`config.mk`:
```
export PLATFORM = sky130hd
export DESIGN_NAME = writeback_sequencer
export DESIGN_NICKNAME = d
export VERILOG_FILES = /design/src/rtl/writeback_sequencer.sv
export SDC_FILE = /design/constraint.sdc
export NUM_CORES = 1
export LEC_CHECK = 0
export CORE_ASPECT_RATIO = 0.75
export CORE_MARGIN = 2
export CORE_UTILIZATION = 41
export DETAILED_ROUTE_END_ITERATION = 7
export GPL_TIMING_DRIVEN = 0
export PLACE_DENSITY = 0.81
export SLEW_MARGIN = 20
export SYNTH_ARGS = -nofsm -noshare
export SYNTH_HDL_FRONTEND = slang
export SYNTH_SLANG_ARGS = --single-unit
```
`constraint.sdc`:
```
create_clock -name clk -period 1.8 [get_ports clk]
set_input_delay 0.27 -clock clk [delete_from_list [all_inputs] [get_ports clk]]
set_output_delay 0.27 -clock clk [all_outputs]
set_load 0.02 [all_outputs]
```
`src/rtl/writeback_sequencer.sv`:
```
// Writeback sequencer: selects the regfile port-3 write source (ALU result or
// cache load), drives WE3/AD3/WD3 and runs the variable-latency load handshake
// with the cache, stalling the issuing stage while a load is outstanding.
// Optional feature macro: PERF_CNT_EN adds a saturating stall-cycle counter
// on o_StallCount.
//
// state      | meaning
// -----------+-----------------------------------------------------------
// S_IDLE     | accepting instructions; ALU results write back next cycle
// S_WAIT_MEM | load issued, waiting for MemValid or the timeout
module writeback_sequencer #(
  parameter int Data_Width = 32,
  parameter int Addr_Width = 5,
  parameter int TIMEOUT    = 16,
  parameter int CNT_Width  = 32
) (
  input  logic                  clk,
  input  logic                  rst_n,
  input  logic                  i_InstrValid,
  input  logic                  i_RegWrite,
  input  logic                  i_ResultSrc,
  input  logic [Addr_Width-1:0] i_Rd,
  input  logic [Data_Width-1:0] i_ALUResult,
  input  logic                  i_MemValid,
  input  logic [Data_Width-1:0] i_ReadData,
  output logic                  o_MemReq,
  output logic                  o_Stall,
  output logic                  o_SrcSel,
  output logic                  o_WE3,
  output logic [Addr_Width-1:0] o_AD3,
  output logic [Data_Width-1:0] o_WD3,
  output logic                  o_MemErr
`ifdef PERF_CNT_EN
  ,
  output logic [CNT_Width-1:0]  o_StallCount
`endif
);

  // Wait counter only has to reach TIMEOUT-1.
  localparam int CW = (TIMEOUT > 2) ? $clog2(TIMEOUT) : 1;

  typedef enum logic {
    S_IDLE     = 1'b0,
    S_WAIT_MEM = 1'b1
  } state_t;

  state_t                r_state;
  state_t                w_state_next;
  logic [CW-1:0]         r_wait_cnt;
  logic [CW-1:0]         w_wait_cnt_next;
  logic [Addr_Width-1:0] r_rd_lat;
  logic [Addr_Width-1:0] w_rd_lat_next;
  logic                  r_regwrite_lat;
  logic                  w_regwrite_lat_next;
  logic                  r_we3;
  logic                  w_we3_next;
  logic [Addr_Width-1:0] r_ad3;
  logic [Addr_Width-1:0] w_ad3_next;
  logic [Data_Width-1:0] r_wd3;
  logic [Data_Width-1:0] w_wd3_next;
  logic                  r_srcsel;
  logic                  w_srcsel_next;
  logic                  r_memerr;
  logic                  w_memerr_next;
  logic                  w_mem_req;
  logic                  w_stall;

  // Next-state, combinational handshake outputs and next writeback values.
  always_comb begin
    w_state_next        = r_state;
    w_wait_cnt_next     = r_wait_cnt;
    w_rd_lat_next       = r_rd_lat;
    w_regwrite_lat_next = r_regwrite_lat;
    w_we3_next          = 1'b0;
    w_ad3_next          = r_ad3;
    w_wd3_next          = r_wd3;
    w_srcsel_next       = r_srcsel;
    w_memerr_next       = 1'b0;
    w_mem_req           = 1'b0;
    w_stall             = 1'b0;
    unique case (r_state)
      S_IDLE: begin
        if (i_InstrValid) begin
          if (!i_ResultSrc) begin
            // x0 is hardwired zero: address/data still track, write is dropped
            w_we3_next    = i_RegWrite && (i_Rd != '0);
            w_ad3_next    = i_Rd;
            w_wd3_next    = i_ALUResult;
            w_srcsel_next = 1'b0;
          end else begin
            w_mem_req           = 1'b1;
            w_stall             = 1'b1;
            w_rd_lat_next       = i_Rd;
            w_regwrite_lat_next = i_RegWrite;
            w_wait_cnt_next     = '0;
            w_state_next        = S_WAIT_MEM;
          end
        end
      end
      S_WAIT_MEM: begin
        w_stall = !i_MemValid;
        if (i_MemValid) begin
          // A response in the final wait cycle still counts as on time.
          w_we3_next    = r_regwrite_lat && (r_rd_lat != '0);
          w_ad3_next    = r_rd_lat;
          w_wd3_next    = i_ReadData;
          w_srcsel_next = 1'b1;
          w_state_next  = S_IDLE;
        end else if (r_wait_cnt == CW'(TIMEOUT - 1)) begin
          w_memerr_next = 1'b1;
          w_state_next  = S_IDLE;
        end else begin
          w_wait_cnt_next = r_wait_cnt + CW'(1);
        end
      end
      default: w_state_next = S_IDLE;
    endcase
  end

  // State, load context and registered writeback port, synchronous reset.
  always_ff @(posedge clk) begin
    if (!rst_n) begin
      r_state        <= S_IDLE;
      r_wait_cnt     <= '0;
      r_rd_lat       <= '0;
      r_regwrite_lat <= 1'b0;
      r_we3          <= 1'b0;
      r_ad3          <= '0;
      r_wd3          <= '0;
      r_srcsel       <= 1'b0;
      r_memerr       <= 1'b0;
    end else begin
      r_state        <= w_state_next;
      r_wait_cnt     <= w_wait_cnt_next;
      r_rd_lat       <= w_rd_lat_next;
      r_regwrite_lat <= w_regwrite_lat_next;
      r_we3          <= w_we3_next;
      r_ad3          <= w_ad3_next;
      r_wd3          <= w_wd3_next;
      r_srcsel       <= w_srcsel_next;
      r_memerr       <= w_memerr_next;
    end
  end

`ifdef PERF_CNT_EN
  logic [CNT_Width-1:0] r_stall_cnt;

  // Count stalled cycles, holding at all-ones instead of wrapping.
  always_ff @(posedge clk) begin
    if (!rst_n) begin
      r_stall_cnt <= '0;
    end else if (w_stall && (r_stall_cnt != '1)) begin
      r_stall_cnt <= r_stall_cnt + CNT_Width'(1);
    end
  end

  assign o_StallCount = r_stall_cnt;
`endif

  assign o_MemReq = w_mem_req;
  assign o_Stall  = w_stall;
  assign o_SrcSel = r_srcsel;
  assign o_WE3    = r_we3;
  assign o_AD3    = r_ad3;
  assign o_WD3    = r_wd3;
  assign o_MemErr = r_memerr;

endmodule

```
Yosys cells after proc, flatten, opt, wreduce, memory -nomap -nowiden:

Cells that the tools add are included.

* bitwise gates (word level): 2
* $add $sub $neg: 1
* eq/ne operators: 7
* muxes and demuxes: 29
* reductions and logical operators: 9

Operator list (count)
* 32-bit 2-to-1 mux: 3
* 32-bit case mux with 2 select lines: 1
* 4-bit 2-to-1 mux: 4
* 5-bit 2-to-1 mux: 3
* 1-bit 2-to-1 mux: 12
* 2-bit != test (second input constant): 6
* 5-bit case mux with 2 select lines: 1
* 5-bit nonzero test: 2
* 1-bit case mux with 2 select lines: 4
* 4-bit case mux with 2 select lines: 1
* 3-bit AND reduction: 2
* 4-bit by 1-bit adder with 4-bit output (second input constant): 1
* 4-bit equality test (second input constant): 1
* 4-bit AND reduction: 1
* 3-bit OR reduction: 1
* 1-bit logical AND: 2
* 1-bit inverter: 2
* 1-bit zero test: 1

* logic and storage cells: 57
* bits in registers: 51
* input bits: 75
* output and inout port bits: 42

Logic depth before layout (Yosys ltp):

* depth in word-level cells: 5
* mapped depth: 6

Least setup slack after synthesis:

No wires, ideal clock.

* kind: register to register
* from: reg r_state
* to: reg r_ad3[0] (netlist: o_AD3[0])
* cell stages (with the launch flop): 7
* data arrival time: 1.207 ns
* data required time: 1.684 ns
* path slack: 0.477 ns
* library setup time: 0.116 ns
* period minus slack after synthesis: 1.323 ns
* path buffers: 3
* cell sequence: dfxtp_1 > buf_6 > and2_4 > or2_1 > buf_6 > buf_6 > o211a_1

* cells in the longest elaborated chain, start to end: 3
* elaborated cells on any way between the ends: 6

Ends and longest elaborated chain
* from (decl): line 47 `state_t r_state;`
* from (signal assigned): line 133 `r_state <= w_state_next;`
* 1-bit inverter (no source line)
* 2-bit != test (no source line)
* 3-bit AND reduction (no source line)
* to (signal assigned): line 138 `r_ad3 <= w_ad3_next;`
* to (decl): line 57 `logic [Addr_Width-1:0] r_ad3;`

Several ways; a longest one is shown, not always the timed one.
A chain may end at the register's enable or synchronous reset.

Final worst setup path:

* from: reg r_state
* to: out o_Stall

* cells in the longest elaborated chain, start to end: 2

Ends and longest elaborated chain
* 1-bit inverter (no source line)
* 1-bit case mux with 2 select lines *: line 81 `unique case (r_state)`
* to (decl): line 27 `output logic o_Stall,`

Every way passes the cells marked *; elsewhere a longest branch is shown, timed or not.

==> run_summary.xml <==
<?xml version="1.0" encoding="UTF-8"?>
<metrics>
  <group name="clock_network">
    <metric name="clk_transition_reported_paths" unit="ps">90</metric>
    <metric name="tritoncts_buffer_count" unit="">5</metric>
    <metric name="clkLatencyLatePin" unit="ps">310</metric>
    <metric name="clock_tree.htree_level_count" unit="">2</metric>
    <metric name="numClockSinks" unit="">51</metric>
    <metric name="clock-root-buffer" unit="">clkbuf_8</metric>
    <metric name="tritoncts" unit="">done</metric>
    <metric name="cts_buffer_depth" unit="">2</metric>
  </group>
  <group name="sta">
    <metric name="grt_setup_unrepaired" unit="">no</metric>
    <metric name="timing_max_transition_violations_final" unit="">0</metric>
    <metric name="finalSetupViolations" unit="">0</metric>
    <metric name="fin_tns_setup" unit="ps">0</metric>
    <metric name="fin_crit_sh" unit="%">89.3</metric>
    <metric name="tightest_slew" unit="ps">452</metric>
    <metric name="timing.final.hold_violations" unit="">0</metric>
    <metric name="clock-skew-final" unit="ps">5.71</metric>
    <metric name="worst_slew_margin_rel" unit="%">69.9</metric>
    <metric name="final_period_minus_worst_setup_slack" unit="ps">1610</metric>
    <metric name="final_critical_path_setup_slack" unit="ps">193</metric>
    <metric name="clock.fmax" unit="MHz">622</metric>
  </group>
  <group name="pwr">
    <metric name="pwr_density_cell" unit="nW/um^2">743</metric>
    <metric name="total_switching_power" unit="mW">0.733</metric>
    <metric name="clock_share_of_power" unit="%">30.0</metric>
    <metric name="total_power" unit="mW">2.80</metric>
    <metric name="cellInternalPower" unit="mW">2.07</metric>
    <metric name="p_seq_share" unit="%">44.8</metric>
    <metric name="power_share_of_the_combinational_group" unit="%">25.2</metric>
    <metric name="vdd.ir_drop.worst" unit="mV">0.362</metric>
    <metric name="switching_part_of_the_total" unit="%">26.2</metric>
    <metric name="leakage" unit="nW">1.72</metric>
  </group>
  <group name="synth">
    <metric name="synth.net_count" unit="">315</metric>
    <metric name="synth.ff_latch_count" unit="">51</metric>
    <metric name="synth_cells" unit="">239</metric>
    <metric name="yosysSeqAreaShare" unit="%">42.4</metric>
    <metric name="post_synth_instance_area" unit="sq um">2410</metric>
    <metric name="ys.warnings.count" unit="">0</metric>
    <metric name="syn_avg_cell_area" unit="sq um">10.1</metric>
    <metric name="number_of_distinct_library_cell_variants_in_the_gate_level_netlist_after_synthesis" unit="">29</metric>
  </group>
  <group name="critical_path">
    <metric name="worst-setup-path-type" unit="">reg2out</metric>
    <metric name="setup.worst_path.start_class" unit="">flip-flop</metric>
    <metric name="data_arrival_at_the_endpoint_of_the_critical_path" unit="ps">1340</metric>
    <metric name="ff2ff_path_depth" unit="">6</metric>
    <metric name="cp.required" unit="ps">1530</metric>
    <metric name="crit_path_end_kind" unit="">output port</metric>
    <metric name="path_max_fanout" unit="">10</metric>
  </group>
  <group name="final_layout">
    <metric name="syn2layout_area_growth" unit="%">56.5</metric>
    <metric name="finalNetCount" unit="">437</metric>
    <metric name="instances_no_fill" unit="">440</metric>
    <metric name="drive_above_1_share" unit="%">6.91</metric>
    <metric name="antenna-diode-count" unit="">0</metric>
    <metric name="final_core_util" unit="%">65.7</metric>
  </group>
  <group name="grt">
    <metric name="overflow" unit="">0</metric>
    <metric name="grt_first_pass_wirelength" unit="mm">10.6</metric>
    <metric name="grt_pass1_vias" unit="">2175</metric>
    <metric name="pin_count_of_the_biggest_net_entering_global_routing" unit="">17</metric>
    <metric name="globalRouteTotalUtil" unit="%">20.2</metric>
    <metric name="antenna_found_initial" unit="">0</metric>
  </group>
  <group name="placement">
    <metric name="dp_cells" unit="">432</metric>
    <metric name="globalplace.congestion" unit="">0.790</metric>
    <metric name="dp_worst_setup_slack" unit="ps">-203</metric>
    <metric name="hpwl" unit="mm">4.99</metric>
    <metric name="port_buffers" unit="">115</metric>
  </group>
  <group name="floorplanning">
    <metric name="die_width" unit="um">92.5</metric>
    <metric name="initial_utilization" unit="%">42.0</metric>
    <metric name="dieArea" unit="sq um">6510</metric>
    <metric name="rows" unit="">24</metric>
    <metric name="die_h" unit="um">70.4</metric>
    <metric name="io_pins" unit="">117</metric>
    <metric name="core" unit="sq um">5740</metric>
  </group>
  <group name="job">
    <metric name="cap_viol_max_count" unit="">0</metric>
  </group>
  <group name="status">
    <metric name="outcome" unit="">completed</metric>
  </group>
  <group name="drt">
    <metric name="via_count" unit="">2261</metric>
    <metric name="initial_drc_count" unit="">89</metric>
    <metric name="drc_errors" unit="">0</metric>
    <metric name="viasPerCell" unit="">5.14</metric>
    <metric name="drt_wl_total" unit="mm">6.51</metric>
    <metric name="ant_nets" unit="">0</metric>
    <metric name="detailedRoute.firstPassIterationCount" unit="">4</metric>
    <metric name="average_wire_per_standard_cell" unit="um">14.8</metric>
  </group>
  <group name="min_path">
    <metric name="worst_hold_path_type" unit="">in2reg</metric>
    <metric name="hold_path_stages" unit="">3</metric>
  </group>
</metrics>
[stage by stage]
stage                     hold WS (ps)  area (sq um)
final                              344          3770
after global routing               385          3770
after CTS                          330          3770
after detailed placement           458          3660
after global placement             443          3660
after floorplan                    405          2410
[what timing repair did]
| item | in CTS | in global routing |
|---|---|---|
| buffers inserted | 0 | 0 |
| resized for setup | 2 | 4 |
| hold buffers | 0 | 0 |
| endpoints found under the setup margin | 2 | 2 |
[worst paths after layout]
check,start,endpoint,slack [ps]
hold reg to reg,r_regwrite_lat$_SDFFE_PN0P_,r_regwrite_lat$_SDFFE_PN0P_,470
setup reg to reg,r_state$_SDFF_PN0_,o_WD3[24]$_SDFFE_PN0P_,210
setup / recovery,r_state$_SDFF_PN0_,o_Stall,190
hold / removal,rst_n,r_wait_cnt[0]$_SDFFE_PN0P_,340
[synth_stat cells, drive strengths merged]
cell / n / share of area [%]
o21ai: 39 / 8.1
nor3: 3 / 0.62
nand2: 16 / 2.5
and2: 1 / 0.36
nor2: 1 / 0.16
nand2b: 2 / 0.52
inv: 1 / 0.16
a41oi: 1 / 0.36
o2111ai: 2 / 0.73
nor4b: 1 / 0.36
a21boi: 7 / 2.2
ha: 1 / 0.52
clkbuf: 11 / 1.7
mux2i: 38 / 16
or2: 1 / 0.26
nor2b: 1 / 0.26
or3: 1 / 0.26
or4: 2 / 0.62
dfxtp: 51 / 42
o211a: 37 / 15
a21oi: 2 / 0.42
and3: 2 / 0.52
nand3b: 1 / 0.31
buf: 13 / 4.3
nor3b: 1 / 0.52
nand3: 3 / 0.62
[power by group through the flow]
| stage | sequential (mW) | combinational (mW) | clock, mW |
|---|---|---|---|
| 4_1_cts | 1.25 | 0.713 | 0.857 |
| 6_report | 1.25 | 0.707 | 0.840 |
| 2_1_floorplan | 1.37 | 0.247 | 0 |
| 5_1_grt | 1.26 | 0.757 | 0.917 |
| 3_3_place_gp | 1.28 | 0.704 | 0 |
| 3_5_place_dp | 1.28 | 0.713 | 0 |
[placed cells by master (no fill, tap or decap)]
cell and count:
nor4b_1 1, buf_6 5, o21ai_1 1, a21oi_1 2, clkbuf_2 2, o2111ai_1 2
and2_4 1, nor2b_1 1, clkbuf_1 11, nor3_1 3, nand3_1 3, clkdlybuf4s50_1 113
buf_2 5, nand2_1 16, nand2b_1 2, bufinv_16 1, mux2i_1 38, ha_1 1
inv_1 1, or4_1 2, or3_1 1, or2_1 1, dfxtp_1 51, inv_6 1
a21boi_1 7, buf_4 3, and3_1 2, o211a_1 37, a41oi_1 1, clkbuf_8 6
nor3b_2 1, nor2_1 1, nand3b_1 1, o21ai_0 38
[cell families (layout without fill, tap and decap cells)]
logic type	after synthesis	count (layout)	synth area share (%)
adders and majority gates	1	1	0.520
buffers and inverters	25	148	6.18
AOI/OAI and AO/OA	88	88	27.2
muxes	38	38	15.8
DFF	51	51	42.4
and+or+nand+nor	36	36	7.90
[final cells by class]
type	instances	area, sq um
Inverter	1	3.75
Multi-Input combinational cell	163	1240
Clock buffer	6	82.6
Fill cell	463	1970
Sequential cell	51	1020
Buffer	24	145
Tap cell	78	97.6
Timing Repair Buffer	115	1140
Clock inverter	2	38.8
[critical path: stages, from the launching register on]
cell      delay [ps]
dfxtp_1          320
buf_6            130
nand3b_1         160
buf_2            190
nand2_1           70
clkbuf_2         160
[layer usage]
metal  vias to the layer above  GRT usage [%]  part of all wire (%)
met3                         8           6.15                   7.2
li1                       1132              -                     -
met1                      1045           27.5                    44
met4                         0           5.80                   1.2
met5                         -              0                     0
met2                        76           31.0                    47
[flip-flops by register name, summed over array words and instances (netlist names)]
register	count
r_rd_lat	5
o_MemErr	1
r_wait_cnt	4
o_AD3	5
r_regwrite_lat	1
o_WD3	32
o_WE3	1
o_SrcSel	1
r_state	1
(Power assumes the default switching activity.)
